==> config.mk <==
export PLATFORM = sky130hd
export DESIGN_NAME = accum_adder_flat
export DESIGN_NICKNAME = d
export VERILOG_FILES = /design/src/rtl/accum_adder_if.sv /design/src/rtl/accum_adder.sv /design/src/flat_wrapper.sv
export SDC_FILE = /design/constraint.sdc
export NUM_CORES = 1
export LEC_CHECK = 0
export ABC_AREA = 1
export CORE_AREA = 5 5 79 81
export CTS_CLUSTER_SIZE = 12
export DETAILED_ROUTE_END_ITERATION = 7
export DIE_AREA = 0 0 84 86
export PLACE_DENSITY = 0.67
export SYNTH_ARGS = -nofsm -noshare
export SYNTH_HDL_FRONTEND = slang
export SYNTH_SLANG_ARGS = --single-unit
export TNS_END_PERCENT = 50
==> constraint.sdc <==
create_clock -name clk -period 2.65 [get_ports clk]
set_input_delay 0.265 -clock clk [delete_from_list [all_inputs] [get_ports clk]]
set_output_delay 0.265 -clock clk [all_outputs]
set_load 0.05 [all_outputs]
==> src/rtl/accum_adder_if.sv <==
// Handshake bundle for accum_adder: operand beats in, burst results out.
// The master side drives operands and out_ready; the slave side is the adder.
interface accum_adder_if #(
    parameter int WIDTH   = 4,
    parameter int ACC_W   = 8,
    parameter int COUNT_W = 8
);
    logic [WIDTH-1:0]   s1;
    logic [WIDTH-1:0]   s2;
    logic               mode;
    logic               in_last;
    logic               in_valid;
    logic               in_ready;
    logic [ACC_W-1:0]   sum;
    logic               overflow;
    logic [COUNT_W-1:0] count;
    logic               out_valid;
    logic               out_ready;

    modport master (
        output s1, s2, mode, in_last, in_valid, out_ready,
        input  in_ready, sum, overflow, count, out_valid
    );

    modport slave (
        input  s1, s2, mode, in_last, in_valid, out_ready,
        output in_ready, sum, overflow, count, out_valid
    );
endinterface

==> src/rtl/accum_adder.sv <==
// Pairwise / burst-accumulating adder with valid-ready on both sides.
// Define ACCUM_SAT_EN to clamp the accumulator at all-ones instead of wrapping.
module accum_adder #(
    parameter int WIDTH   = 4,
    parameter int ACC_W   = 8,
    parameter int COUNT_W = 8
) (
    input  logic        clk,
    input  logic        reset,
    accum_adder_if.slave bus
);
    typedef enum logic {
        IDLE  = 1'b0,
        ACCUM = 1'b1
    } state_t;

    state_t             state_q, state_d;
    logic [ACC_W-1:0]   acc_q, acc_d;
    logic [COUNT_W-1:0] cnt_q, cnt_d;
    logic               ovf_q, ovf_d;
    logic [ACC_W-1:0]   sum_q, sum_d;
    logic               overflow_q, overflow_d;
    logic [COUNT_W-1:0] count_q, count_d;
    logic               out_valid_q, out_valid_d;

    logic               beat_accept;
    logic               result_take;
    logic [ACC_W-1:0]   pair_sum;
    logic [ACC_W:0]     ext_sum;
    logic [ACC_W-1:0]   acc_upd;
    logic [COUNT_W-1:0] cnt_upd;
    logic               ovf_upd;

    // A pending result blocks input unless it is being taken in the same cycle.
    assign bus.in_ready = !reset && (!out_valid_q || bus.out_ready);
    assign beat_accept  = bus.in_valid && bus.in_ready;
    assign result_take  = out_valid_q && bus.out_ready;

    // ACC_W >= WIDTH+1, so one extra bit holds the full carry of acc+s1+s2.
    assign pair_sum = ACC_W'(bus.s1) + ACC_W'(bus.s2);
    assign ext_sum  = {1'b0, acc_q} + (ACC_W+1)'(bus.s1) + (ACC_W+1)'(bus.s2);
    assign ovf_upd  = ovf_q | ext_sum[ACC_W];
    assign cnt_upd  = (cnt_q == '1) ? cnt_q : cnt_q + COUNT_W'(1);

`ifdef ACCUM_SAT_EN
    // Once any carry has occurred in this burst the accumulator stays pinned.
    assign acc_upd = ovf_upd ? '1 : ext_sum[ACC_W-1:0];
`else
    assign acc_upd = ext_sum[ACC_W-1:0];
`endif

    always_comb begin
        state_d     = state_q;
        acc_d       = acc_q;
        cnt_d       = cnt_q;
        ovf_d       = ovf_q;
        sum_d       = sum_q;
        overflow_d  = overflow_q;
        count_d     = count_q;
        out_valid_d = out_valid_q;

        if (result_take) begin
            out_valid_d = 1'b0;
        end

        if (beat_accept) begin
            unique case (state_q)
                IDLE: begin
                    if (!bus.mode) begin
                        sum_d       = pair_sum;
                        overflow_d  = 1'b0;
                        count_d     = COUNT_W'(1);
                        out_valid_d = 1'b1;
                    end else begin
                        acc_d = pair_sum;
                        cnt_d = COUNT_W'(1);
                        ovf_d = 1'b0;
                        if (bus.in_last) begin
                            sum_d       = pair_sum;
                            overflow_d  = 1'b0;
                            count_d     = COUNT_W'(1);
                            out_valid_d = 1'b1;
                        end else begin
                            state_d = ACCUM;
                        end
                    end
                end
                ACCUM: begin
                    // mode is not consulted here: a burst only ends on in_last.
                    acc_d = acc_upd;
                    cnt_d = cnt_upd;
                    ovf_d = ovf_upd;
                    if (bus.in_last) begin
                        sum_d       = acc_upd;
                        overflow_d  = ovf_upd;
                        count_d     = cnt_upd;
                        out_valid_d = 1'b1;
                        state_d     = IDLE;
                    end
                end
                default: begin
                    state_d = IDLE;
                end
            endcase
        end
    end

    always_ff @(posedge clk) begin
        if (reset) begin
            state_q     <= IDLE;
            acc_q       <= '0;
            cnt_q       <= '0;
            ovf_q       <= 1'b0;
            sum_q       <= '0;
            overflow_q  <= 1'b0;
            count_q     <= '0;
            out_valid_q <= 1'b0;
        end else begin
            state_q     <= state_d;
            acc_q       <= acc_d;
            cnt_q       <= cnt_d;
            ovf_q       <= ovf_d;
            sum_q       <= sum_d;
            overflow_q  <= overflow_d;
            count_q     <= count_d;
            out_valid_q <= out_valid_d;
        end
    end

    assign bus.sum       = sum_q;
    assign bus.overflow  = overflow_q;
    assign bus.count     = count_q;
    assign bus.out_valid = out_valid_q;
endmodule

==> src/flat_wrapper.sv <==
// flat-port wrapper written by rule: the top's interface ports become plain ports
module accum_adder_flat 
#(
    parameter int WIDTH   = 4,
    parameter int ACC_W   = 8,
    parameter int COUNT_W = 8
)
  (clk, reset, bus_s1, bus_s2, bus_mode, bus_in_last, bus_in_valid, bus_out_ready, bus_in_ready, bus_sum, bus_overflow, bus_count, bus_out_valid);
  accum_adder_if #(.WIDTH(WIDTH), .ACC_W(ACC_W), .COUNT_W(COUNT_W)) bus_i ();
  input  logic clk;
  input  logic reset;
  input wire logic [$bits(bus_i.s1)-1:0] bus_s1;
  input wire logic [$bits(bus_i.s2)-1:0] bus_s2;
  input wire logic [$bits(bus_i.mode)-1:0] bus_mode;
  input wire logic [$bits(bus_i.in_last)-1:0] bus_in_last;
  input wire logic [$bits(bus_i.in_valid)-1:0] bus_in_valid;
  input wire logic [$bits(bus_i.out_ready)-1:0] bus_out_ready;
  output wire logic [$bits(bus_i.in_ready)-1:0] bus_in_ready;
  output wire logic [$bits(bus_i.sum)-1:0] bus_sum;
  output wire logic [$bits(bus_i.overflow)-1:0] bus_overflow;
  output wire logic [$bits(bus_i.count)-1:0] bus_count;
  output wire logic [$bits(bus_i.out_valid)-1:0] bus_out_valid;
  assign bus_i.s1 = bus_s1;
  assign bus_i.s2 = bus_s2;
  assign bus_i.mode = bus_mode;
  assign bus_i.in_last = bus_in_last;
  assign bus_i.in_valid = bus_in_valid;
  assign bus_i.out_ready = bus_out_ready;
  assign bus_in_ready = bus_i.in_ready;
  assign bus_sum = bus_i.sum;
  assign bus_overflow = bus_i.overflow;
  assign bus_count = bus_i.count;
  assign bus_out_valid = bus_i.out_valid;
  accum_adder #(.WIDTH(WIDTH), .ACC_W(ACC_W), .COUNT_W(COUNT_W)) u_core (.clk(clk), .reset(reset), .bus(bus_i));
endmodule
==> After elaboration in Yosys (flattened, before gate mapping) <==
Cells that the tools add are included.
{ "word_totals": {"ff_bits": 36, "inputBits": 14, "out_inout_bits": 19} }
{ "op_classes": {"add_sub_neg": 4, "n_eq_ne": 4, "muxes": 27, "n_bitwise": 2, "reduce_logical": 8} }
{ "ops": {"columns": ["operator", "n"], "rows": [
  ["$mux 8", 9],
  ["$pmux 8 s2", 4],
  ["$mux 1", 10],
  ["$add 8x4->9", 1],
  ["$add 9x4->9", 1],
  ["$add 8x1->8 const B", 1],
  ["$eq 8x8->1 const B", 1],
  ["$pmux 1 s2", 4],
  ["$add 4x4->5", 1],
  ["$ne 2x2->1 const B", 2],
  ["$logic_and 1x1->1", 3],
  ["$ne 3x3->1 const B", 1],
  ["$reduce_and 3->1", 1],
  ["$logic_not 1->1", 2],
  ["$reduce_and 2->1", 1],
  ["$logic_or 1x1->1", 1],
  ["$not 1->1", 1],
  ["$or 1x1->1", 1]
]} }

==> Logic depth before layout (Yosys ltp) <==
{ "logic_depth": {"word_depth": 6, "depth_mapped": 14, "mapped_depth_nobuf": 14} }

==> Worst setup path before layout <==
No wires, ideal clock.
{ "synth_timing": {"path_kind": "input-to-reg", "startpoint": "in bus_s2[1]", "endpoint": "reg u_core.acc_q[5]", "setup_time_ps": 115, "arrival_time_ps": 1880, "required_time_ps": 2535, "setup_slack_ps": 655, "path_stages": 11, "path_cell_list": "fa_1 ha_1 inv_1 fa_1 inv_1 nand3_1 nand2_1 nand2_1 nand2_1 nor2_1 o21a_1"} }
{ "synth_between": {"elab_chain_cells": 2} }
{ "synth_lines": {"columns": ["element", "line_no", "source"], "rows": [
  ["start: declaration", "flat_wrapper.sv:13", "input wire logic [$bits(bus_i.s2)-1:0] bus_s2;"],
  ["$add 9x4->9", "accum_adder.sv:41", "assign ext_sum = {1'b0, acc_q} + (ACC_W+1)'(bus.s1) + (ACC_W+1)'(bus.s2);"],
  ["$pmux 8 s2", "accum_adder.sv:67", "unique case (state_q)"],
  ["end signal: assignment", "accum_adder.sv:111", "acc_q <= '0;"],
  ["end signal: assignment", "accum_adder.sv:120", "acc_q <= acc_d;"],
  ["end: declaration", "accum_adder.sv:18", "logic [ACC_W-1:0] acc_q, acc_d;"]
]} }
No other way between the ends.
A chain may end at the register's enable or synchronous reset.

==> Worst setup path after layout <==
Ends and elaborated chain as after synthesis.

==> flow_summary.ini <==
[run_status]
status = finished clean

[logic_synthesis]
yosysTopAreaCellShare_pct = 35.9
synth_commonest_cells = sky130_fd_sc_hd__nand2_1, sky130_fd_sc_hd__dfxtp_1, sky130_fd_sc_hd__inv_1
sequential_area_share_after_synthesis_pct = 35.9
yosys_warnings = 0
synth_enable_flop_cells = 0
synth_cells = 281
synth_flop_cell = sky130_fd_sc_hd__dfxtp_1
ys_types = 30
synthesis.area_per_instance_um2 = 7.15
synth_area_um2 = 2010
synth-seq-cells = 36
synthArstFlopShare_pct = 0
syn_nets = 310
synth_area_leaders = sky130_fd_sc_hd__dfxtp_1, sky130_fd_sc_hd__nand2_1, sky130_fd_sc_hd__nand3_1
synth_most_common_cell = sky130_fd_sc_hd__nand2_1
yosys.area.top_type = sky130_fd_sc_hd__dfxtp_1

[clocking]
cts_htree_levels = 2
cts.hold.buffers_added = 0
cts_sinks = 36
cts-root-buf = sky130_fd_sc_hd__clkbuf_8
tritoncts = done
cts_inserted_buffers = 5
cts_resized = 0
clock_insertion_delay_worst_skew_ns = 0.29
postCtsSetupRepairBufs = 0
path_clk_slew_ns = 0.07
cts_buffer_depth = 2

[power_and_ir_drop]
cellPowerDensity_nw_per_um2 = 511
totalPowerFinal_w = 0.00128
vdd_ir_drop_max_v = 0.000403
leakage_power_nw = 1.08

[worst_setup_path]
critical_path_arrival_ns = 2.52
worst_path_dominant_cell_family = adder cells
timing.critical_path.fanout_max = 4
worstPathRequired_ns = 2.83
crit_path_top_delay_cell = sky130_fd_sc_hd__fa_1
critical_path.max_stage_delay_ns = 0.58
crit_top_cell = sky130_fd_sc_hd__nand2_1
worstSetupPathType = input pin to register
crit_path_end_kind = register
worst-path-buf-inv = 3
worstPathCellList = clkdlybuf4s50_1, fa_1, ha_1, inv_1, fa_1, inv_1, nand3_1, nand2_1, nand2_1, nand2_1, nor2_1, o21a_1
sort_of_element_at_the_start_of_the_critical_path = input pin

[floorplanning]
die_h_um = 86
die-area_um2 = 7220
placement_rows = 27
floorplan.io_pins = 33
core_region_area_um2 = 5410
start_util_pct = 37.2
die-width_um = 84

[route]
route.detailed.drc = 0
drt.antenna.violating_nets = 0
drt-vias-per-instance = 4.71
average_wire_per_cell_in_the_routed_design_um = 11.7
wl_mm = 4.57
detail_route.first_pass.iterations = 4
drt-initial-drc-count = 94
detailroute.via_count = 1837

[hold_path]
min_path_type = register to register

[global_routing]
grt_pass1_vias = 1776
pin_count_of_the_biggest_net_entering_global_routing = 20
grt.total_usage_pct = 13.3
overflow = 0
grt_pass1_wl_mm = 7.86
antenna_found_initial = 0

[timing]
worst-slew-pin-transition_ns = 0.513
timing.fmax_ghz = 0.427
part_of_the_cycle_the_worst_path_needs_pct = 88.5
timing.slew.headroom_pct = 65.7
finalMaxSlewViolations = 0
finalCriticalPeriod_ns = 2.34
final_hold_viol_count = 0
grt_setup_unrepaired = no
setup-tns-final_ns = 0
setup_viol_count_final = 0
final_critical_path_setup_slack_ns = 0.306
final.setup_skew_ns = 0.00906

[cells_and_area]
layout.nets = 346
utilization_pct = 46.2
antenna-diode-count = 0
final_layout_size_suffix_gt1_share_pct = 5.97
area_growth_pct = 24.4
layout.cells.non_filler = 390

[flow_run]
cap_violations = 0

[placed_design]
place_inst = 382
place_ws_ns = 0.0225
hpwl_mm = 3.39
portbufs = 32
routabilityCongestion = 0.868
## kinds of logic (layout without fill, tap and decap cells)
| logic type | after synthesis | after routing | share of synthesized area, % |
|---|---|---|---|
| AOI/OAI and AO/OA | 51 | 51 | 13.6 |
| muxes | 1 | 1 | 0.498 |
| and+or+nand+nor | 133 | 133 | 28.8 |
| DFF | 36 | 36 | 35.9 |
| adders and majority gates | 15 | 15 | 11.6 |
| buffers and inverters | 45 | 82 | 9.53 |
## cell type report
class / count / area (um2)
Clock inverter: 1 / 7.51
Sequential cell: 36 / 721
Timing Repair Buffer: 38 / 363
Clock buffer: 7 / 86.3
Multi-Input combinational cell: 200 / 1100
Inverter: 36 / 135
Fill cell: 594 / 2910
Tap cell: 72 / 90.1
## power by group
| part | switching (W) | leakage (nW) | total, W | internal (W) |
|---|---|---|---|---|
| sequential | 0.0000180 | 0.293 | 0.000583 | 0.000565 |
| clock | 0.000200 | 0.0445 | 0.000411 | 0.000211 |
| combinational | 0.000178 | 0.742 | 0.000283 | 0.000105 |
| total | 0.000395 | 1.08 | 0.00128 | 0.000882 |
## worst reg2reg max path, delay by kind of cell, from the launching register on
| kind | cells | cell delay [ns] |
|---|---|---|
| DFF | 1 | 0.33 |
| and+or+nand+nor | 5 | 0.36 |
| adders and majority gates | 3 | 1.04 |
| AOI/OAI and AO/OA | 1 | 0.17 |
| buffers and inverters | 2 | 0.17 |
## through the flow
| stage | hold slack [ns] | instance area (um2) |
|---|---|---|
| after detailed placement | 0.445 | 2400 |
| after global placement | 0.439 | 2400 |
| after floorplan | 0.413 | 2010 |
| after global routing | 0.474 | 2500 |
| final | 0.453 | 2500 |
| after CTS | 0.459 | 2500 |
## worst paths after layout
kind,from,endpoint,slack (ns),cells after the start
worst max-delay path,bus_s2[1],u_core.acc_q[5],0.31,12
worst min-delay path,u_core.bus.count[0],u_core.bus.count[0],0.45,2
worst max register to register,u_core.acc_q[1],u_core.acc_q[5],0.48,11
worst min register to register,u_core.bus.count[0],u_core.bus.count[0],0.45,2
## routing by layer
layer	vias up	global-route usage [%]	share of wire (%)
met3	9	3.07	6.1
met1	810	16.1	44
met4	0	4.82	1.8
li1	979	-	-
met5	-	0	0
met2	39	23.2	48
## placed cells by master, fill, tap and decap left out, drive strengths merged
cell type	n
nor2	28
nand4	3
nand3	30
ha	9
fa	6
dfxtp	36
nand2	71
a31oi	1
mux2i	1
inv	36
o22ai	1
a22o	1
buf	7
o211ai	1
a211oi	3
clkdlybuf4s50	31
nand3b	1
o21ai	27
clkbuf	7
o21a	1
a21oi	16
clkinvlp	1
## sequential cells by signal, summed over array words and instances (netlist names)
name / cells
u_core.ovf_q: 1
u_core.acc_q: 8
u_core.cnt_q: 8
u_core.bus.count: 8
u_core.bus.sum: 8
u_core.state_q: 1
u_core.bus.overflow: 1
u_core.bus.out_valid: 1
(Power assumes the default switching activity.)
